===== src/rtl/combo_key_sender.sv =====
// combo_key_sender: drives a keypad combo lock's io_in[5:0] field.
// Serialises four BCD digits as press/release key codes (digit d -> code d+1,
// 0000 between presses) and issues timed relock / master-reset pulses.
module combo_key_sender #(
  parameter int HOLD_CYCLES = 4,
  parameter int GAP_CYCLES  = 4
) (
  input  logic        clk,
  input  logic        rst_n,
  input  logic        start,
  input  logic [1:0]  cmd,
  input  logic [15:0] digits,
  input  logic        abort,
  output logic [3:0]  key_code,
  output logic        relock_out,
  output logic        mreset_out,
  output logic        busy,
  output logic        done,
  output logic        err
);

  localparam int MaxCycles = (HOLD_CYCLES > GAP_CYCLES) ? HOLD_CYCLES : GAP_CYCLES;
  localparam int CntW      = $clog2(MaxCycles + 1);

  // Counters are loaded with N-1 and the phase ends when they reach zero,
  // which gives exactly N cycles per phase including the loading edge.
  localparam logic [CntW-1:0] HoldLoad = CntW'(HOLD_CYCLES - 1);
  localparam logic [CntW-1:0] GapLoad  = CntW'(GAP_CYCLES - 1);

  localparam logic [1:0] CmdCombo  = 2'b00;
  localparam logic [1:0] CmdMreset = 2'b01;
  localparam logic [1:0] CmdRelock = 2'b10;

  typedef enum logic [2:0] {
    IDLE,
    PRESS,
    GAP,
    PULSE,
    PGAP
  } state_t;

  state_t            state_q;
  logic [CntW-1:0]   cnt_q;
  logic [1:0]        idx_q;
  logic [15:0]       digits_q;
  logic [3:0]        key_code_q;
  logic              relock_q;
  logic              mreset_q;
  logic              busy_q;
  logic              done_q;
  logic              err_q;

  logic [1:0]        idx_d;
  logic [3:0]        nextCode;
  logic              digitsValid;
  logic [3:0]        firstCode;

  // A nibble is a legal digit only when it is 0..9; all four must be legal.
  assign digitsValid = (digits[3:0]   <= 4'd9) && (digits[7:4]   <= 4'd9) &&
                       (digits[11:8]  <= 4'd9) && (digits[15:12] <= 4'd9);

  // Codes on the bus are digit+1 so that digit 0 is distinguishable from release.
  assign firstCode = digits[3:0] + 4'd1;
  assign idx_d     = idx_q + 2'd1;
  assign nextCode  = digits_q[{idx_d, 2'b00} +: 4] + 4'd1;

  // Single sequencer: state, counters, latched digits and all registered outputs.
  always_ff @(posedge clk or negedge rst_n) begin
    if (!rst_n) begin
      state_q    <= IDLE;
      cnt_q      <= '0;
      idx_q      <= 2'd0;
      digits_q   <= 16'h0000;
      key_code_q <= 4'd0;
      relock_q   <= 1'b0;
      mreset_q   <= 1'b0;
      busy_q     <= 1'b0;
      done_q     <= 1'b0;
      err_q      <= 1'b0;
    end else begin
      done_q <= 1'b0;
      err_q  <= 1'b0;
      if (state_q != IDLE && abort) begin
        state_q    <= IDLE;
        cnt_q      <= '0;
        idx_q      <= 2'd0;
        key_code_q <= 4'd0;
        relock_q   <= 1'b0;
        mreset_q   <= 1'b0;
        busy_q     <= 1'b0;
      end else begin
        case (state_q)
          IDLE: begin
            if (start && !abort) begin
              case (cmd)
                CmdCombo: begin
                  if (digitsValid) begin
                    digits_q   <= digits;
                    idx_q      <= 2'd0;
                    key_code_q <= firstCode;
                    busy_q     <= 1'b1;
                    cnt_q      <= HoldLoad;
                    state_q    <= PRESS;
                  end else begin
                    err_q <= 1'b1;
                  end
                end
                CmdMreset: begin
                  mreset_q <= 1'b1;
                  busy_q   <= 1'b1;
                  cnt_q    <= HoldLoad;
                  state_q  <= PULSE;
                end
                CmdRelock: begin
                  relock_q <= 1'b1;
                  busy_q   <= 1'b1;
                  cnt_q    <= HoldLoad;
                  state_q  <= PULSE;
                end
                default: begin
                  err_q <= 1'b1;
                end
              endcase
            end
          end
          PRESS: begin
            if (cnt_q == '0) begin
              key_code_q <= 4'd0;
              cnt_q      <= GapLoad;
              state_q    <= GAP;
            end else begin
              cnt_q <= cnt_q - 1'b1;
            end
          end
          GAP: begin
            if (cnt_q == '0) begin
              if (idx_q != 2'd3) begin
                idx_q      <= idx_d;
                key_code_q <= nextCode;
                cnt_q      <= HoldLoad;
                state_q    <= PRESS;
              end else begin
                busy_q  <= 1'b0;
                done_q  <= 1'b1;
                idx_q   <= 2'd0;
                state_q <= IDLE;
              end
            end else begin
              cnt_q <= cnt_q - 1'b1;
            end
          end
          PULSE: begin
            if (cnt_q == '0) begin
              relock_q <= 1'b0;
              mreset_q <= 1'b0;
              cnt_q    <= GapLoad;
              state_q  <= PGAP;
            end else begin
              cnt_q <= cnt_q - 1'b1;
            end
          end
          PGAP: begin
            if (cnt_q == '0) begin
              busy_q  <= 1'b0;
              done_q  <= 1'b1;
              state_q <= IDLE;
            end else begin
              cnt_q <= cnt_q - 1'b1;
            end
          end
          default: begin
            state_q <= IDLE;
          end
        endcase
      end
    end
  end

  assign key_code   = key_code_q;
  assign relock_out = relock_q;
  assign mreset_out = mreset_q;
  assign busy       = busy_q;
  assign done       = done_q;
  assign err        = err_q;

endmodule


===== config.mk =====
export PLATFORM = sky130hd
export DESIGN_NAME = combo_key_sender
export DESIGN_NICKNAME = d
export VERILOG_FILES = /design/src/rtl/combo_key_sender.sv
export SDC_FILE = /design/constraint.sdc
export NUM_CORES = 1
export LEC_CHECK = 0
export CAP_MARGIN = 40
export CORE_MARGIN = 3
export CORE_UTILIZATION = 40
export DETAILED_ROUTE_END_ITERATION = 7
export PLACE_DENSITY_LB_ADDON = 0.15
export SLEW_MARGIN = 20
export SYNTH_ARGS = -nofsm -noshare
export SYNTH_HDL_FRONTEND = slang
export SYNTH_SLANG_ARGS = --single-unit

===== constraint.sdc =====
create_clock -name clk -period 2.7 [get_ports clk]
set_input_delay 0.405 -clock clk [delete_from_list [all_inputs] [get_ports clk]]
set_output_delay 0.405 -clock clk [all_outputs]
set_load 0.01 [all_outputs]

==> results by group, run 1 <==
Clocking
  • Clock tree from TritonCTS: done
  • TritonCTS Buffers: 5
  • # resized after CTS: 0
  • CTS root buffer: clkbuf_8
  • Clock edge transition at the registers on the reported setup and hold paths: 0.07 ns
  • Clock latency on the worst-skew pair: 0.28 ns
  • Number of post-CTS setup repair buffers: 0
  • # hold bufs at CTS: 0
  • TritonCTS Sinks: 33
  • CTS max path bufs: 2
  • Htree depth: 2

Worst setup path
  • Terminus of the critical flop-to-flop path: key_code[1]
  • Required arrival time at the worst endpoint: 2.87 ns
  • Arrival time at the worst endpoint: 2.49 ns
  • Critical-path top delay cell: dfrtp_1
  • Endpoint kind of the worst setup timing path: flip-flop
  • Startpoint of the lowest-slack register-to-register path: idx_q[0]
  • Slack of the worst reg-to-reg path: 0.38 ns
  • Maximum fanout encountered on the critical timing path: 7
  • Class of the most critical setup path: reg -> reg
  • Worst reg-to-reg path cell count: 6
  • Element type at the critical path start: flip-flop
  • Crit-path cells: ha_1 -> mux4_1 -> mux2_2 -> ha_1 -> and3_1 -> mux2_2
  • Worst path max stage delay: 0.48 ns

Synth
  • Top area cells in the synthesized netlist: dfrtp_1, mux2_2, ha_1
  • FF+latch count, synth: 33
  • Post-Syn Area: 2018 um2
  • Asr flop ratio synth: 1.000
  • Share of synthesized area occupied by flip-flops and latches: 0.4092
  • Cell type contributing the most total cell area after synthesis: dfrtp_1
  • Primary FF master, synth: dfrtp_1
  • Number of distinct library cells after synthesis: 46
  • Number of flops mapped to enable cells by yosys: 0
  • Post-synthesis area per instance: 10.91 um2
  • Number of instances in the synthesized netlist: 185
  • Proportion of netlist area held by the largest area contributor: 0.4092
  • Count of yosys warnings during synthesis: 0
  • Net count after synthesis: 214

Floorplan
  • Chip Width: 77.03 um
  • Area of the placeable core: 4786 um2
  • Top-level port count: 31
  • Die Span Y: 77.03 um
  • Number of placement rows: 25
  • Total die area: 5934 um2
  • Starting density of the core: 0.4217

Finish
  • Commonest cells after routing, fill and taps aside: dfrtp_1, clkdlybuf4s50_1, mux2_2
  • Antenna cells: 0
  • Syn-to-layout area delta: 23.99%
  • Layout Nets: 248
  • Share of layout cells above drive strength 1: 0.2182
  • Most frequent standard cell in the layout excluding fill and tap cells: dfrtp_1
  • Post-layout util: 0.5229

Route
  • Total via count after detailed routing: 1577
  • Drt via density: 5.495
  • Detail-routed net length per standard cell: 15.94 um
  • Total DRC errors in the routed layout: 0
  • Violation count after the first detailed-route iteration: 159
  • Count of nets left with antenna violations after detail routing: 0
  • Drt total wl: 4.574 mm
  • Number of iterations in the first detailed-routing pass: 4

GRT
  • Global-route wire length before repair: 8.162 mm
  • Number of antenna violations at the first check in global routing: 0
  • Total congestion overflow: 0
  • Number of global-route vias before repair: 1672
  • Largest net degree at the start of global routing: 34
  • Global-route total usage across every layer: 0.1733

Place
  • Estimated wirelength of the detail-placed design: 3.549 mm
  • Count of port buffers added during placement: 30
  • Post-placement setup slack: 0.2538 ns
  • Weighted congestion reported at the end of routability-driven placement: 0.8707

Min path
  • Worst hold path depth: 1
  • Worst min path class: reg -> reg
  • Worst min-delay path endpoint: key_code[1]
  • Startpoint of the tightest hold check path: key_code[1]

Timing
  • Worst max-slew margin expressed relative to the limit: 0.6831
  • Setup repair after global routing missed its margin: no
  • Final hold slack: 0.5086 ns
  • Highest clock rate: 430.9 MHz
  • Final critical-path share of the clock period: 0.8596
  • Worst Setup Slack, final: 0.3792 ns
  • Final count of negative-setup-slack endpoints: 0
  • Post-route setup TNS: 0 ns
  • Slew at the pin closest to its max-slew limit: 0.4733 ns
  • Final Hold Violating Endpoints: 0
  • Skew final: 0.006153 ns
  • Number of max-slew violations in the final report: 0
  • Clock period minus worst slack: 2.321 ns

Run
  • Maximum Capacitance Violations: 0

Power
  • Power per unit of standard cell area: 911.7 nW/um2
  • Worst supply voltage drop on vdd: 364.9 uV
  • Cell leakage power: 1.127 nW

Outcome
  • Run status: complete, no violations
## how the worst max path moves through the flow
stage	startpoint	to	slack, ns	cells after the start
after floorplan	idx_q[0]	key_code[1]	0.64	6
after global placement	digits[9]	state_q[1]	0.28	6
after detailed placement	digits[13]	state_q[0]	0.25	6
after CTS	idx_q[0]	key_code[1]	0.37	6
after global routing	idx_q[0]	key_code[1]	0.30	6
final	idx_q[0]	key_code[1]	0.38	6
## through the flow
| step | power [W] | cells | area [um2] |
|---|---|---|---|
| finish | 0.002281 | 287 | 2502 |
| global placement | 0.001769 | 279 | 2386 |
| global route | 0.002468 | 287 | 2502 |
| CTS | 0.002302 | 287 | 2502 |
| floorplan | 0.001522 | 185 | 2018 |
| detailed placement | 0.001811 | 279 | 2386 |
## critical path: cells and delay by family (launching register included)
kind          cells  cell delay, ns
fa+ha+maj         2            0.71
flops             1            0.48
mux               3            0.88
simple gates      1            0.14
## routing by layer
metal / vias to the layer above / GRT usage / wire length, um / share of wire
li1: 747 / - / - / -
met1: 781 / 0.2010 / 1894 / 0.41
met2: 42 / 0.3162 / 2421 / 0.53
met3: 7 / 0.03638 / 195 / 0.043
met4: 0 / 0.05694 / 61 / 0.013
met5: - / 0 / 0 / 0
## final cells by class
cell class	count	area, um2
fillers	436	2283
multi-input cells	135	1097
flip-flops and latches	33	825.8
repair buffers	37	352.8
clock buffers	7	86.33
well taps	67	83.83
clock inverters	1	30.03
inverters	7	26.28
## synth_stat cells, drive strengths merged (2+ instances only)
library cell and instances:
nor3 6, nand2b 4, clkbuf 2, dfrtp 33, inv 7, and3 2
mux4 4, buf 8, xor2 3, nor3b 2, nand2 11, nand4 3
mux2i 4, mux2 26, nor2b 3, ha 7, nor2 14, or3 2
a21o 2, nand3 6, o21ai 14, o21a 2, a21oi 4
## sequential cells by signal, indices dropped and copies added (netlist names)
| register | count |
|---|---|
| err | 1 |
| digits_q | 16 |
| relock_out | 1 |
| key_code | 4 |
| cnt_q | 3 |
| state_q | 3 |
| idx_q | 2 |
| busy | 1 |
| mreset_out | 1 |
| done | 1 |
## where the power goes
group          switching (W)  leakage, nW  internal, W
clock network       0.000180       0.0585     0.000301
registers           0.000104        0.438     0.000632
logic               0.000518        0.630     0.000547
## cells by family (layout without fill, tap and decap cells)
kind of cell / count (synthesis) / after routing / synth area share
xor gates and xnor gates: 4 / 4 / 0.01736
AOI/OAI and AO/OA: 34 / 34 / 0.1166
adders and majority gates: 7 / 7 / 0.04340
buffers and inverters: 17 / 52 / 0.04712
DFF: 33 / 33 / 0.4092
and+or+nand+nor: 56 / 56 / 0.1513
muxes: 34 / 34 / 0.2151
(Power assumes the default switching activity.)
==> inputs of run 2 (changes only) <==
- CORE_UTILIZATION: 40 -> 50
==> results by group, run 2 (synthesis gave the netlist of run 1 again) <==
Place
  • Estimated wirelength of the detail-placed design: 3.454 mm (-2.7%)
  • Count of port buffers added during placement: 30 (unchanged)
  • Dpl cells: 262 (-6.1%)
  • Weighted congestion reported at the end of routability-driven placement: 0.9265 (+6.4%)

Min path
  • Startpoint of the tightest hold check path: digits_q[10]
  • Worst min-delay path endpoint: digits_q[10]
  • Worst hold path depth: 1 (unchanged)
  • Worst min path class: reg -> reg

Finish
  • Antenna cells: 0 (unchanged)
  • Register with the most flip-flops: digits_q
  • Syn-to-layout area delta: 23.74%
  • Share of layout cells above drive strength 1: 0.2297 (+0.01155)
  • Layout Nets: 250 (+0.81%)
  • Post-route insts no fill: 270 (-5.9%)
  • Commonest cells after routing, fill and taps aside: dfrtp_1, clkdlybuf4s50_1, mux2_2
  • Post-layout util: 0.6622 (+0.1394)
  • Number of flip-flops under the largest register name: 16 (unchanged)
  • Fillers: 270 (-38%)
  • Most frequent standard cell in the layout excluding fill and tap cells: dfrtp_1

Power
  • Worst supply voltage drop on vdd: 493.5 uV (+35%)
  • Power per unit of standard cell area: 928.1 nW/um2 (+1.8%)
  • Cell leakage power: 1.136 nW (+0.81%)

Floorplan
  • Top-level port count: 31 (unchanged)
  • Area of the placeable core: 3771 um2 (-21%)
  • Starting density of the core: 0.5352 (+0.1135)
  • Die Span Y: 69.53 um (-9.7%)
  • Number of placement rows: 22 (-12%)
  • Total die area: 4834 um2 (-19%)
  • Chip Width: 69.53 um (-9.7%)

Clocking
  • Clock tree from TritonCTS: done
  • Htree depth: 2 (unchanged)
  • Clock latency on the worst-skew pair: 0.29 ns (about the same)
  • # resized after CTS: 0 (unchanged)
  • Clock edge transition at the registers on the reported setup and hold paths: 0.08 ns (about the same)
  • CTS root buffer: clkbuf_8
  • # hold bufs at CTS: 0 (unchanged)
  • Number of post-CTS setup repair buffers: 0 (unchanged)
  • CTS max path bufs: 2 (unchanged)
  • TritonCTS Sinks: 33 (unchanged)
  • TritonCTS Buffers: 5 (unchanged)

Timing
  • Number of max-slew violations in the final report: 0 (unchanged)
  • Setup repair after global routing missed its margin: no
  • Highest clock rate: 434.1 MHz (+0.74%)
  • Clock period minus worst slack: 2.304 ns (-0.01699 ns)
  • Skew final: 0.007876 ns (+0.001723 ns)
  • Final count of negative-setup-slack endpoints: 0 (unchanged)
  • Worst max-slew margin expressed relative to the limit: 0.6391 (-0.04395)
  • Post-route setup TNS: 0 ns (unchanged)
  • Final Hold Violating Endpoints: 0 (unchanged)
  • Slew at the pin closest to its max-slew limit: 0.5356 ns (+0.06234 ns)
  • Final critical-path share of the clock period: 0.8533 (-0.006293)

Worst setup path
  • Arrival time at the worst endpoint: 2.49 ns (about the same)
  • Slack of the worst reg-to-reg path: 0.40 ns (+0.02 ns)
  • Element type at the critical path start: flip-flop
  • Required arrival time at the worst endpoint: 2.88 ns (about the same)
  • Endpoint kind of the worst setup timing path: flip-flop
  • Startpoint of the lowest-slack register-to-register path: idx_q[0]
  • Worst reg-to-reg path cell count: 6 (unchanged)
  • Maximum fanout encountered on the critical timing path: 5 (-2)
  • Class of the most critical setup path: reg -> reg
  • Terminus of the critical flop-to-flop path: key_code[1]

Route
  • Count of nets left with antenna violations after detail routing: 0 (unchanged)
  • Total DRC errors in the routed layout: 0 (unchanged)
  • Detail-routed net length per standard cell: 16.84 um (+5.7%)
  • Violation count after the first detailed-route iteration: 123 (-23%)
  • Total via count after detailed routing: 1569 (-0.51%)
  • Number of iterations in the first detailed-routing pass: 5 (+1)
  • Drt total wl: 4.547 mm (-0.59%)
  • Drt via density: 5.811 (+5.8%)

GRT
  • Number of antenna violations at the first check in global routing: 0 (unchanged)
  • Total congestion overflow: 0 (unchanged)
  • Global-route wire length before repair: 7.948 mm (-2.6%)
  • Global-route total usage across every layer: 0.2090 (+0.03567)
  • Number of global-route vias before repair: 1703 (+1.9%)
  • Largest net degree at the start of global routing: 34 (unchanged)

Outcome
  • Run status: complete, no violations

Run
  • Maximum Capacitance Violations: 0 (unchanged)
==> run 2: cell types whose count changed in the layout (fill, tap and decap cells not counted), sizes merged <==
cell and change:
buf +2, clkbuf -1, clkinvlp +1
==> run 2: critical path, stage by stage (launching register included) <==
cell and delay [ns]:
dfrtp_1 0.43, ha_1 0.42, mux4_1 0.34, mux2_2 0.30, ha_1 0.31, and3_1 0.15, mux2_2 0.25
==> run 2: how the worst max path moves through the flow <==
stage,startpoint,to,slack (ns),depth (start not counted)
after floorplan,idx_q[0],key_code[1],0.64,6
after global placement,digits[2],state_q[1],0.34,6
after detailed placement,digits[2],state_q[0],0.31,6
after CTS,idx_q[0],key_code[1],0.38,6
after global routing,idx_q[0],key_code[2],0.31,7
final,idx_q[0],key_code[1],0.40,6
==> run 2: power by group <==
group	internal [W]	switching, W	total (W)
Combinational	0.000557	0.000544	0.00110
Sequential	0.000631	0.0000930	0.000724
Clock	0.000300	0.000192	0.000492
Total	0.00149	0.000829	0.00232
==> run 2: layer usage <==
metal | routed length [um] | global-route usage
met5 | 0 | 0
met4 | 152 | 0.1041
met3 | 169 | 0.04783
met2 | 2304 | 0.3549
met1 | 1920 | 0.2472
==> run 2: per-stage QoR <==
step	setup WS [ns]	area [um2]	hold slack (ns)	total power, W
2_1_floorplan	0.6437	2018	0.1094	0.001522
3_3_place_gp	0.3429	2377	0.4839	0.001780
3_5_place_dp	0.3068	2377	0.4924	0.001831
4_1_cts	0.3831	2497	0.5089	0.002327
5_1_grt	0.3121	2497	0.5332	0.002487
6_report	0.3961	2497	0.5035	0.002318
==> run 2: layout make-up <==
cell class	count	area (um2)	share of cell area
clock buffer	6	82.58	0.03307
clock inverter	2	37.54	0.01503
inverter	7	26.28	0.01052
multi-input combinational	135	1097	0.4394
sequential	33	825.8	0.3307
tap	48	60.06	0.02405
timing repair buffer	39	367.9	0.1473
==> inputs of run 3 (changes only) <==
- CAP_MARGIN: 40 -> not set
==> results of run 3 <==
The final DEF is identical to that of run 2; final timing and power are the same.
